`src/rtl/if_stage.sv`:
```
// if_stage -- instruction fetch stage with a single IF/ID register.
//
// Fetches one word per request from a request/acknowledge instruction
// memory and hands it to decode through the IF/ID register. A one-word
// skid buffer holds a fetched word while decode is stalled. A redirect
// (taken branch/jump) flushes the stage and restarts fetch at the new
// address. If a request is still outstanding when the redirect arrives,
// that request is drained and its data is thrown away.
//
// Ports:
//   clk, rst            clock; asynchronous active-high reset
//   stall               decode not accepting the IF/ID word
//   redirect            flush and restart fetch at redirect_pc
//   redirect_pc[31:0]   new fetch address (bits [1:0] ignored)
//   imem_req            memory request, held until imem_ack
//   imem_addr[31:0]     word-aligned fetch address
//   imem_ack            memory completion; imem_rdata valid this cycle
//   imem_rdata[31:0]    fetched instruction
//   if_valid            IF/ID holds a live instruction
//   if_instr[31:0]      IF/ID instruction
//   if_pc4[31:0]        address of the held instruction + 4
//   opcode[5:0]         if_instr[31:26]
//   funct[5:0]          if_instr[5:0]
module if_stage #(
  parameter logic [31:0] RESET_PC = 32'h0000_0000
) (
  input  logic        clk,
  input  logic        rst,
  input  logic        stall,
  input  logic        redirect,
  input  logic [31:0] redirect_pc,
  output logic        imem_req,
  output logic [31:0] imem_addr,
  input  logic        imem_ack,
  input  logic [31:0] imem_rdata,
  output logic        if_valid,
  output logic [31:0] if_instr,
  output logic [31:0] if_pc4,
  output logic [5:0]  opcode,
  output logic [5:0]  funct
);

  typedef enum logic [1:0] {
    S_INIT  = 2'd0,
    S_REQ   = 2'd1,
    S_BUF   = 2'd2,
    S_DRAIN = 2'd3
  } state_t;

  state_t      state;
  logic [31:0] pc;
  // Holds the stalled fetched word in S_BUF. In S_DRAIN it holds the
  // address of the abandoned request, because pc already points at the
  // redirect target.
  logic [31:0] buffer;

  logic        out_free;
  logic [31:0] pc_plus4;
  logic [31:0] redirect_aligned;
  logic [31:0] reset_aligned;

  assign out_free         = !if_valid || !stall;
  assign pc_plus4         = pc + 32'd4;   // wraps modulo 2^32
  assign redirect_aligned = {redirect_pc[31:2], 2'b00};
  assign reset_aligned    = {RESET_PC[31:2], 2'b00};

  // Request outputs decode directly from registered state, so they
  // stay stable for the whole wait and drop at once when rst is asserted.
  assign imem_req  = (state == S_REQ) || (state == S_DRAIN);
  assign imem_addr = (state == S_DRAIN) ? buffer :
                     (state == S_REQ)   ? pc     : 32'h0000_0000;

  assign opcode = if_instr[31:26];
  assign funct  = if_instr[5:0];

  always_ff @(posedge clk or posedge rst) begin
    if (rst) begin
      state    <= S_INIT;
      pc       <= reset_aligned;
      buffer   <= 32'h0000_0000;
      if_valid <= 1'b0;
      if_instr <= 32'h0000_0000;
      if_pc4   <= 32'h0000_0000;
    end else begin
      case (state)
        S_INIT: begin
          // A late ack from before the reset is ignored here.
          state <= S_REQ;
          if (redirect) begin
            pc       <= redirect_aligned;
            if_valid <= 1'b0;
            if_instr <= 32'h0000_0000;
          end else if (out_free) begin
            if_valid <= 1'b0;
          end
        end

        S_REQ: begin
          if (redirect) begin
            // Flush. Data that arrives with the redirect is dropped.
            // Without an ack, drain the request and remember its address.
            if_valid <= 1'b0;
            if_instr <= 32'h0000_0000;
            pc       <= redirect_aligned;
            if (imem_ack) begin
              buffer <= 32'h0000_0000;
              state  <= S_REQ;
            end else begin
              buffer <= pc;
              state  <= S_DRAIN;
            end
          end else if (imem_ack) begin
            pc <= pc_plus4;
            if (out_free) begin
              if_instr <= imem_rdata;
              if_pc4   <= pc_plus4;
              if_valid <= 1'b1;
            end else begin
              buffer <= imem_rdata;
              state  <= S_BUF;
            end
          end else if (out_free) begin
            if_valid <= 1'b0;
          end
        end

        S_BUF: begin
          // pc already points past the buffered word, so pc is its pc+4.
          if (redirect) begin
            if_valid <= 1'b0;
            if_instr <= 32'h0000_0000;
            pc       <= redirect_aligned;
            buffer   <= 32'h0000_0000;
            state    <= S_REQ;
          end else if (out_free) begin
            if_instr <= buffer;
            if_pc4   <= pc;
            if_valid <= 1'b1;
            state    <= S_REQ;
          end
        end

        S_DRAIN: begin
          if (redirect) begin
            pc       <= redirect_aligned;
            if_valid <= 1'b0;
            if_instr <= 32'h0000_0000;
          end else if (out_free) begin
            if_valid <= 1'b0;
          end
          if (imem_ack) begin
            buffer <= 32'h0000_0000;
            state  <= S_REQ;
          end
        end

        default: state <= S_INIT;
      endcase
    end
  end

endmodule

```
`config.mk`:
```
export PLATFORM = sky130hd
export DESIGN_NAME = if_stage
export DESIGN_NICKNAME = d
export VERILOG_FILES = /design/src/rtl/if_stage.sv
export SDC_FILE = /design/constraint.sdc
export NUM_CORES = 1
export LEC_CHECK = 0
export ABC_AREA = 1
export CORE_AREA = 4 4 150 152
export DETAILED_ROUTE_END_ITERATION = 16
export DIE_AREA = 0 0 154 156
export PLACE_DENSITY = 0.61
export SYNTH_ARGS = -nofsm -noshare
export SYNTH_HDL_FRONTEND = slang
export SYNTH_SLANG_ARGS = --single-unit
export TNS_END_PERCENT = 20
```
`constraint.sdc`:
```
create_clock -name clk -period 6.7 [get_ports clk]
set_input_delay 1.675 -clock clk [delete_from_list [all_inputs] [get_ports clk]]
set_output_delay 1.675 -clock clk [all_outputs]
set_load 0.01 [all_outputs]
```
==> results of run 1 <==
-- worst max-delay path: stages (launching register included) --
cell                              delay, ns
sky130_fd_sc_hd__dfrtp_1               0.41
sky130_fd_sc_hd__inv_1                 0.07
sky130_fd_sc_hd__ha_1                  0.33
sky130_fd_sc_hd__nand2_1               0.78
sky130_fd_sc_hd__o22ai_1               0.52
sky130_fd_sc_hd__clkdlybuf4s50_1       0.62
-- power breakdown --
part           total [mW]  internal [mW]  switching, mW
registers            1.32           1.10          0.221
clock network       0.881          0.545          0.336
logic                2.40           1.01           1.39
total                4.59           2.65           1.95
-- per-stage QoR --
step | hold WS, ns | util | total power [mW]
final | 0.478 | 0.457 | 4.59
after global placement | 0.463 | 0.431 | 3.71
after floorplan | 0.471 | - | 2.72
after CTS | 0.484 | 0.457 | 4.63
after detailed placement | 0.466 | 0.431 | 3.73
after global routing | 0.505 | 0.457 | 4.94
-- state kept, by name (all words and copies together) (netlist names) --
| name | flops |
|---|---|
| if_instr | 32 |
| buffer | 32 |
| state | 2 |
| if_pc4 | 30 |
| if_valid | 1 |
| pc | 30 |
-- layer usage --
layer,GRT usage,vias up,wire (µm)
li1,-,3605,-
met1,0.289,3422,11400
met3,0.0441,27,1600
met5,0,-,0
met4,0.0593,0,430
met2,0.305,245,11000
-- cell type report --
class                      count  share of cell area
inverter                     100              0.0393
multi-input combinational    740               0.349
clock buffer                  25              0.0516
sequential                   127               0.331
clock inverter                 6             0.00599
tap                          275              0.0358
timing repair buffer         182               0.188
-- logic make-up after synthesis --
| family | synth area share |
|---|---|
| buffers and inverters | 0.104 |
| AND/OR/NAND/NOR | 0.255 |
| XOR/XNOR | 0.00963 |
| AO/OA/AOI/OAI | 0.187 |
| other | 0.000516 |
| flip-flops | 0.437 |
| adder cells (fa/ha/maj) | 0.00688 |
-- synthesized netlist by cell type, drive strengths merged --
master | instances | area, µm²
a21oi | 95 | 479
a31oi | 3 | 18.8
and2 | 2 | 12.5
buf | 39 | 263
clkbuf | 31 | 118
clkinv | 2 | 7.51
conb | 1 | 3.75
dfrtp | 127 | 3180
ha | 4 | 50.1
inv | 98 | 368
nand2 | 268 | 1010
nand3 | 58 | 290
nand3b | 1 | 7.51
nand4 | 3 | 18.8
nor2 | 133 | 502
nor3b | 1 | 18.8
o21ai | 123 | 616
o22ai | 39 | 244
xor2 | 8 | 70.1
-- worst min-delay path by stage --
stage	startpoint	end	slack [ns]	depth (start not counted)
final	if_pc4[26]	if_pc4[26]	0.48	2
after global routing	if_pc4[18]	if_pc4[18]	0.51	2
after CTS	if_pc4[20]	if_pc4[20]	0.48	2
after detailed placement	if_pc4[27]	if_pc4[27]	0.47	2
after global placement	if_pc4[27]	if_pc4[27]	0.46	2
after floorplan	pc[31]	pc[31]	0.47	2
==> results summary, run 1 <==
The run finished with clean final reports. The category of the critical setup timing path is flip-flop to output pin. The layout net count is 1241. The total wirelength of the detailed-routed design is 24400 µm. Hold repair after CTS inserted 0 buffers. The timing endpoint of the critical path is imem_addr[30]. During synthesis, Yosys emitted a total of 0 warnings. The maximum level of the CTS H-tree is 4. STA puts the critical path data required time at 5.03 ns.

The library cell used most frequently in the layout, excluding fill and tap cells, is sky130_fd_sc_hd__nand2_1. The setup slack of the most critical reg-to-reg path came out at 2.60 ns. Global routing finished with a remaining overflow of 0. The power density over the cells came out at 478 mW/mm². The library cells used most frequently in the layout, excluding fill and tap cells, are sky130_fd_sc_hd__nand2_1 (266), sky130_fd_sc_hd__clkdlybuf4s50_1 (174), sky130_fd_sc_hd__nor2_1 (132). The total DRC errors in the routed layout is 0. The fraction of the cycle the final worst path needs came out at 0.720. Dividing the synthesized area by the synthesized cell count gives 7.02 µm². The max-slew violation count is 0.

The worst register-to-register path ends at if_instr[31]. The first global-routing pass estimated 38400 µm of wire. STA classifies the critical path endpoint as an output pin. The worst-skew pair later-pin latency came out at 0.42 ns.

Setup repair after global routing left no endpoint under its margin. The total routing resource utilization after global routing came out at 0.201. Setup violations remaining at the end of the flow were counted as 0. The worst slack at placement came out at 1.98 ns. The placed instance area came out at 0.00905 mm². The master cell of the clock root buffer is sky130_fd_sc_hd__clkbuf_16. The half-perimeter wire length of the detailed placement result is 16800 µm. Summing all flip-flop and latch instances after layout gives 0.00318 mm². The first-pass iteration count of the detailed router came out at 5. The startpoint identified for the worst register-to-register timing path is state[0]. The vertical die dimension came out at 156 µm.

The sequential fraction of the synthesis area came out at 0.437. The number of gates resized after CTS came out at 0. The worst setup skew after layout is 0.00517 ns. The total clock buffers created by CTS came out at 17.

The final sum of negative setup slack is 0 ns. The initial core utilization came out at 0.346. The count of boundary I/O pins came out at 179. STA classifies the critical path startpoint as a flip-flop. The number of hold violations in the final report came out at 0.

The number of nets still failing antenna checks after routing is 0. The max capacitance violation total is 0. The shortest period the worst path allows came out at 4.82 ns. The worst slew margin relative to its limit is 0.179.

The number of buffers on the longest clock path is 2. The number of distinct standard cells referenced by the synthesized netlist is 28. The depth of the worst register-to-register path came out at 9. At the end of routability-driven placement, the weighted congestion stood at 0.889. The number of diodes is 0. The share of post-route cells with drive strength above 1 is 0.0390. The die span in x is 154 µm. Once layout is complete, the cells apart from fillers number 1455. The cell area after layout is 0.00960 mm².

The synthesis-to-finish area growth is 32.0%. The routed layout has 7299 vias. The combined area of the multi-input logic cells is 0.00335 mm². The synthesized cell area is 0.00727 mm². The total placed cells including tap cells came out at 1424.

The number of filler instances in the final layout came out at 2176. The floorplan step defined a die boundary enclosing 0.0240 mm². The start point of the critical path is state[1].

The worst-margin pin slew is 1.23 ns. The analysis attributes to cell leakage a power of 4.34 nW. The via density per instance is 5.02. The final worst setup slack came out at 1.88 ns. The clock tree from TritonCTS is done.

The number of post-CTS setup repair buffers is 0. Entering global routing, the biggest net connects 65 pins. The number of DRC markers after the initial detailed-route iteration is 625. The post-CTS clock slew at the launch and capture registers of the worst setup and hold paths is 0.06 ns.

The number of antenna violations at the first check in global routing is 0. The min-delay analysis places its worst path in the category flip-flop to flip-flop. The register bit count reported by yosys is 127. The cell count after synthesis came out at 1036. The largest fanout on the critical path is 30.

The quantity of I/O buffers inserted on ports came out at 174. The placeable core area came out at 0.0210 mm². The number of global-route vias before repair came out at 6976.

The worst supply voltage drop on vdd is 0.198 mV. The average routed wire per standard cell is 16.8 µm. The number of sinks driven by the clock tree came out at 127. The maximum clock frequency is 207 MHz. The initialized floorplan defines 53 standard-cell rows. Data arrives at the worst endpoint at 3.15 ns.
(Power assumes the default switching activity.)
==> run 2, diff against run 1 <==
==> constraint.sdc (replaced) <==
create_clock -name clk -period 4.68 [get_ports clk]
set_input_delay 1.17 -clock clk [delete_from_list [all_inputs] [get_ports clk]]
set_output_delay 1.17 -clock clk [all_outputs]
set_load 0.01 [all_outputs]
==> run 2 against run 1 <==
Effect of this change: hold slack better by 0.0018 ns; critical path depth up 1; routed wire length down 0.85%; design area up 1.1%; critical path type unchanged; critical endpoint is now imem_addr[31]; largest power group unchanged; highest routed layer unchanged.
==> results summary, run 2 (synthesized netlist as in run 1, its figures left out) <==
From synthesis to final layout, the design area changed by 33.5%. The die span in x is 154 µm. The number of filler instances in the final layout is 2110. The start point of the critical path is state[1]. The number of diodes is 0.

The min-delay analysis places its worst path in the category flip-flop to flip-flop. The timing endpoint of the critical path is imem_addr[31]. The first-pass GRT wire length came out at 38700 µm. The average routed wire per standard cell is 16.6 µm. The final sum of negative setup slack came out at 0 ns. TritonCTS built the clock tree. Measured in cells, the most critical reg-to-reg path has a length of 9. Pin placement for this block handled 179 I/O pins. The number of stages on the worst hold path came out at 2. The share of post-route cells with drive strength above 1 is 0.0438. The worst setup skew after layout came out at 0.00849 ns. The via density per instance is 5.03. The critical path in this run is classified as flip-flop to output pin. The post-CTS clock slew at the launch and capture registers of the worst setup and hold paths is 0.05 ns. The initial core utilization is 0.346.

The placeable core area is 0.0210 mm². The cell area after layout is 0.00971 mm². The layout net count came out at 1248. In the finished design, the share of the clock period the worst path needs comes to 0.825. The slowest stage of the critical path belongs to the cell sky130_fd_sc_hd__clkdlybuf4s50_1.

The total DRC errors in the routed layout is 0. STA classifies the critical path endpoint as an output pin. Leaving out fill and tap cells, the most frequent cell in the layout is sky130_fd_sc_hd__nand2_1. The max capacitance violation total is 0. The placed instance area came out at 0.00913 mm².

The largest fanout on the critical path came out at 21. The final weighted congestion in routability-driven placement came out at 0.912. The power density over the cells is 689 mW/mm². For this run, the share of the core covered by cells in the final layout is 0.462. The quantity of I/O buffers inserted on ports is 174. The startpoint of the worst-slack reg-to-reg timing path is state[0]. The total routing resource utilization after global routing came out at 0.201. Setup violations remaining at the end of the flow were counted as 0. The kind of cell with the highest combined delay on the critical path is buffers and inverters. The number of gates resized after CTS came out at 0. Setup repair after global routing left no endpoint under its margin.

The max-slew violation count is 0. For this block, the initial DRC count from the detailed router was 597. Summed over all layers, the global routing overflow is 0. The maximum clock frequency came out at 259 MHz. The total leakage power is 4.40 nW.

In the final layout, the registers with the most flip-flops are buffer x32, if_instr x32. The area of the die is 0.0240 mm². The number of gates on the worst path with buffers counted came out at 6. The critical path required time came out at 3.51 ns.

Measured along the y axis, the die boundary spans 156 µm. The number of antenna violations at the first check in global routing came out at 0. The clock period could shrink to 3.86 ns.

The number of buffers and inverters on the critical path is 3. The run finished with clean final reports. The routed layout has 7357 vias.

On the worst path, the slowest cell contributes a delay of 0.58 ns. After detailed routing, the total wire length is 24200 µm. The number of buffers on the longest clock path is 2.

Measured against its own limit, the worst slew margin works out to 0.405. In the layout the commonest cells are sky130_fd_sc_hd__nand2_1 (266), sky130_fd_sc_hd__clkdlybuf4s50_1 (174), sky130_fd_sc_hd__nor2_1 (132). The half-perimeter wire length of the detailed placement result came out at 16900 µm. The count of nets left with antenna violations once routing finished came out at 0. Walking the worst path, the cells encountered are inv_1 -> ha_1 -> nand2_1 -> buf_4 -> o22ai_1 -> clkdlybuf4s50_1. Overall power consumption after layout is estimated at 6.69 mW. The number of hold-repair buffers added at the cts stage is 0. Counting every sink on the clock net gives 127. IR analysis of the VDD net gives a maximum drop of 0.343 mV. The tree is rooted in a sky130_fd_sc_hd__clkbuf_16. The number of post-CTS setup repair buffers is 0. The worst-margin pin slew came out at 0.892 ns.

The number of hold violations in the final report came out at 0. Entering global routing, the biggest net connects 74 pins. The first-pass iteration count of the detailed router is 7. The number of global-route vias before repair is 6984. The maximum level of the CTS H-tree is 4. The endpoint identified for the worst register-to-register timing path is if_instr[4]. The data arrival time of the critical path came out at 2.69 ns. The setup slack of the most critical reg-to-reg path came out at 1.86 ns.

The worst setup path is launched from a flip-flop. The row count came out at 53. The total clock buffers created by CTS came out at 17. The worst-skew pair later-pin latency came out at 0.41 ns.
==> run 2: layout make-up <==
type                            count  area (µm²)  share of cell area
Multi-Input combinational cell    740        3350               0.345
Sequential cell                   127        3180               0.327
Timing Repair Buffer              189        1880               0.194
Clock buffer                       24         472              0.0486
Inverter                          100         378              0.0389
Tap cell                          275         344              0.0354
Clock inverter                      7         110              0.0113
==> run 2: power by group <==
group          internal [mW]  switching [mW]  leakage (nW)
Sequential              1.57           0.317          1.56
Combinational           1.47            1.99          2.55
Clock                  0.860           0.486         0.288
==> run 2: worst register-to-register path, stage by stage (launching register included) <==
cell and delay [ns]:
sky130_fd_sc_hd__dfrtp_1 0.41, sky130_fd_sc_hd__inv_1 0.07, sky130_fd_sc_hd__ha_2 0.71, sky130_fd_sc_hd__clkinv_1 0.21
sky130_fd_sc_hd__nor2_1 0.33, sky130_fd_sc_hd__nand2_1 0.32, sky130_fd_sc_hd__buf_4 0.33, sky130_fd_sc_hd__nor2_1 0.13
sky130_fd_sc_hd__a21oi_1 0.08, sky130_fd_sc_hd__a21oi_1 0.16
==> run 2: how the worst min path moves through the flow <==
stage / from / end / slack [ns]
floorplan: pc[31] / pc[31] / 0.47
global placement: if_pc4[9] / if_pc4[9] / 0.46
detailed placement: if_pc4[20] / if_pc4[20] / 0.46
CTS: if_pc4[20] / if_pc4[20] / 0.48
global route: if_pc4[24] / if_pc4[24] / 0.50
finish: if_pc4[21] / if_pc4[21] / 0.48
==> run 2: through the flow <==
stage          setup slack, ns  hold slack [ns]  std cells
6_report                 0.820            0.480       1462
5_1_grt                  0.706            0.498       1462
3_3_place_gp              1.11            0.464       1431
4_1_cts                  0.815            0.480       1462
2_1_floorplan            0.126            0.471       1037
3_5_place_dp              1.06            0.465       1431
==> run 2: metal layers <==
layer,vias up,global-route usage,share of wire
li1,3630,-,-
met1,3448,0.282,0.47
met2,249,0.314,0.44
met3,30,0.0399,0.062
met4,0,0.0631,0.022
met5,-,0,0
==> run 3, diff against run 2 <==
==> constraint.sdc (replaced) <==
create_clock -name clk -period 4 [get_ports clk]
set_input_delay 1 -clock clk [delete_from_list [all_inputs] [get_ports clk]]
set_output_delay 1 -clock clk [all_outputs]
set_load 0.01 [all_outputs]
==> run 3 against run 2 <==
Effect of this change: clock power increased by 17%; combinational power is 18% higher; clock skew is 0.00096 ns higher; clock-buffer cell count is 7 lower; non-clock buffer count grew 5; power rose by 18%; sequential share of layout area decreased by 0.21 points; largest power group unchanged; hold slack improved by 0.00071 ns; die area is the same; critical endpoint is now imem_addr[30]; first-iteration DRC count rose by 1.0%; register-to-register slack got worse by 0.59 ns; global-route usage is 0.23 points higher.
==> results summary, run 3 (synthesized netlist as in run 1, its figures left out) <==
The flow ran to the end, and the final reports show no timing, DRC or antenna violations. The data arrival time of the critical path is 2.65 ns. The worst-case hold slack is 0.481 ns. The congestion estimate from routability-driven global placement came to 0.878. The worst supply voltage drop on vdd is 0.327 mV. The power density over the cells came out at 806 mW/mm². Post-CTS repair changed the size of 0 cells.

For this design the static power due to leakage is 4.42 nW. Detailed placement finished with a half-perimeter wire length of 17500 µm. The max capacitance violation total came out at 0. The total DRC errors in the routed layout is 0. The first-pass GRT wire length came out at 38800 µm. The number of antenna violations at the first check in global routing is 0. Leaving out fill and tap cells, the most frequent cell in the layout is sky130_fd_sc_hd__nand2_1. The worst-margin pin slew is 0.909 ns. The largest net degree at the start of global routing is 65. The worst setup skew after layout came out at 0.00945 ns.

The root buffer cell chosen for the clock tree is sky130_fd_sc_hd__clkbuf_16. The combined area of the multi-input logic cells is 0.00335 mm². TritonCTS built the clock tree. The placeable core area is 0.0210 mm². The pre-antenna-repair detailed-routing pass consisted of 5 iterations. The total wirelength of the detailed-routed design came out at 24600 µm. The worst-skew pair later-pin latency is 0.42 ns.

The die span in x came out at 154 µm. The share of post-route cells with drive strength above 1 came out at 0.0520. The total clock buffers created by CTS came out at 17. The number of hold-repair buffers added at the cts stage is 0. The number of nets still failing antenna checks after routing is 0. The count of endpoints failing setup in the final report is 0. The shortest period the worst path allows is 3.65 ns. The worst setup path is of the flip-flop to output pin kind. The count of buffers added on input and output ports is 174. The average routed wire per standard cell is 16.8 µm.

Once placement finished, the instance area stood at 0.00918 mm². At the placement stage, the worst setup path has a slack of 0.733 ns. The fraction of the cycle the final worst path needs is 0.914. In the global route stage, overall resource usage came out at 0.203. The register area is 0.00318 mm². The number of filler instances in the final layout is 2134. The tightest min-delay check is of the flip-flop to flip-flop type. The max-slew violation count is 0. The post-CTS clock slew at the launch and capture registers of the worst setup and hold paths came out at 0.06 ns.

The largest registers in the layout are buffer x32, if_instr x32. The largest fanout on the critical path came out at 30. In the layout the commonest cells are sky130_fd_sc_hd__nand2_1 (266), sky130_fd_sc_hd__clkdlybuf4s50_1 (174), sky130_fd_sc_hd__nor2_1 (132). The number of buffers on the longest clock path is 2.

Setup repair after global routing left no endpoint under its margin. The via density per instance is 5.05. The number of post-CTS setup repair buffers came out at 0. The number of global-route vias before repair came to 6954.

The maximum level of the CTS H-tree is 4. The number of hold violations in the final report is 0. The count of boundary I/O pins came out at 179. Data on the critical path is required at its endpoint by 3.00 ns.

For this configuration, the core starts out at a cell density of 0.346. The sort of element at the start of the critical path is a flip-flop. The floorplan has 53 rows. The number of sinks driven by the clock tree is 127. The net count of the finished layout is 1253.

The worst slew margin relative to its limit came out at 0.393. The synthesis-to-finish area growth came out at 34.4%. The final sum of negative setup slack is 0 ns. The number of diodes came out at 0.

After layout, the worst setup slack is 0.345 ns. After global routing the overflow that remains totals 0. The number of DRC markers after the initial detailed-route iteration came out at 603.

The worst setup path is captured at an output pin. The vertical die dimension came out at 156 µm. The cell area after layout is 0.00977 mm². Based on the critical path, the design can be clocked at up to 274 MHz. The setup slack of the most critical reg-to-reg path is 1.27 ns. The total via count after detailed routing came out at 7408. The die covers 0.0240 mm².
-- run 3: changes by cell type in the layout (fill, tap and decap cells not counted), sizes merged --
cell      before  now
clkinv         6   10
clkinvlp       0    5
buf           15   20
inv           98   97
clkbuf        24   17
-- run 3: worst max-delay path, stage by stage, from the launching register on --
cell                              delay (ns)
sky130_fd_sc_hd__dfrtp_1                0.42
sky130_fd_sc_hd__ha_1                   0.27
sky130_fd_sc_hd__inv_1                  0.33
sky130_fd_sc_hd__nand2_1                0.09
sky130_fd_sc_hd__buf_4                  0.26
sky130_fd_sc_hd__o22ai_1                0.25
sky130_fd_sc_hd__clkdlybuf4s50_1        0.59
-- run 3: path summary, 6_finish.rpt --
path                            start  depth (start not counted)             to
max                          state[0]                          6  imem_addr[30]
max reg2reg                  state[0]                         10    if_instr[4]
max in group asynchronous         rst                          3         pc[12]
min reg2reg                if_pc4[17]                          2     if_pc4[17]
min in group asynchronous         rst                          2    if_instr[9]
min                        if_pc4[17]                          2     if_pc4[17]
-- run 3: layout make-up --
| type | instances | area share |
|---|---|---|
| Multi-Input combinational cell | 740 | 0.342 |
| Sequential cell | 127 | 0.325 |
| Timing Repair Buffer | 194 | 0.197 |
| Clock buffer | 17 | 0.0435 |
| Inverter | 100 | 0.0388 |
| Tap cell | 275 | 0.0352 |
| Clock inverter | 15 | 0.0175 |
-- run 3: power by group --
part	internal, mW	leakage, nW	switching (mW)	total, mW
Clock	0.975	0.284	0.609	1.58
Combinational	1.74	2.58	2.35	4.08
Sequential	1.83	1.56	0.378	2.21
-- run 3: per-layer routing --
metal | routed length, µm | up-vias | track usage
li1 | - | 3632 | -
met5 | 0 | - | 0
met3 | 1600 | 43 | 0.0405
met4 | 606 | 0 | 0.0669
met1 | 11400 | 3446 | 0.291
met2 | 11100 | 287 | 0.309
-- run 3: stage by stage --
step	power (mW)	cells	utilization
after detailed placement	6.31	1436	0.437
after global routing	8.47	1468	0.465
after CTS	7.93	1468	0.465
after floorplan	4.56	1037	-
final	7.88	1468	0.465
after global placement	6.26	1436	0.437
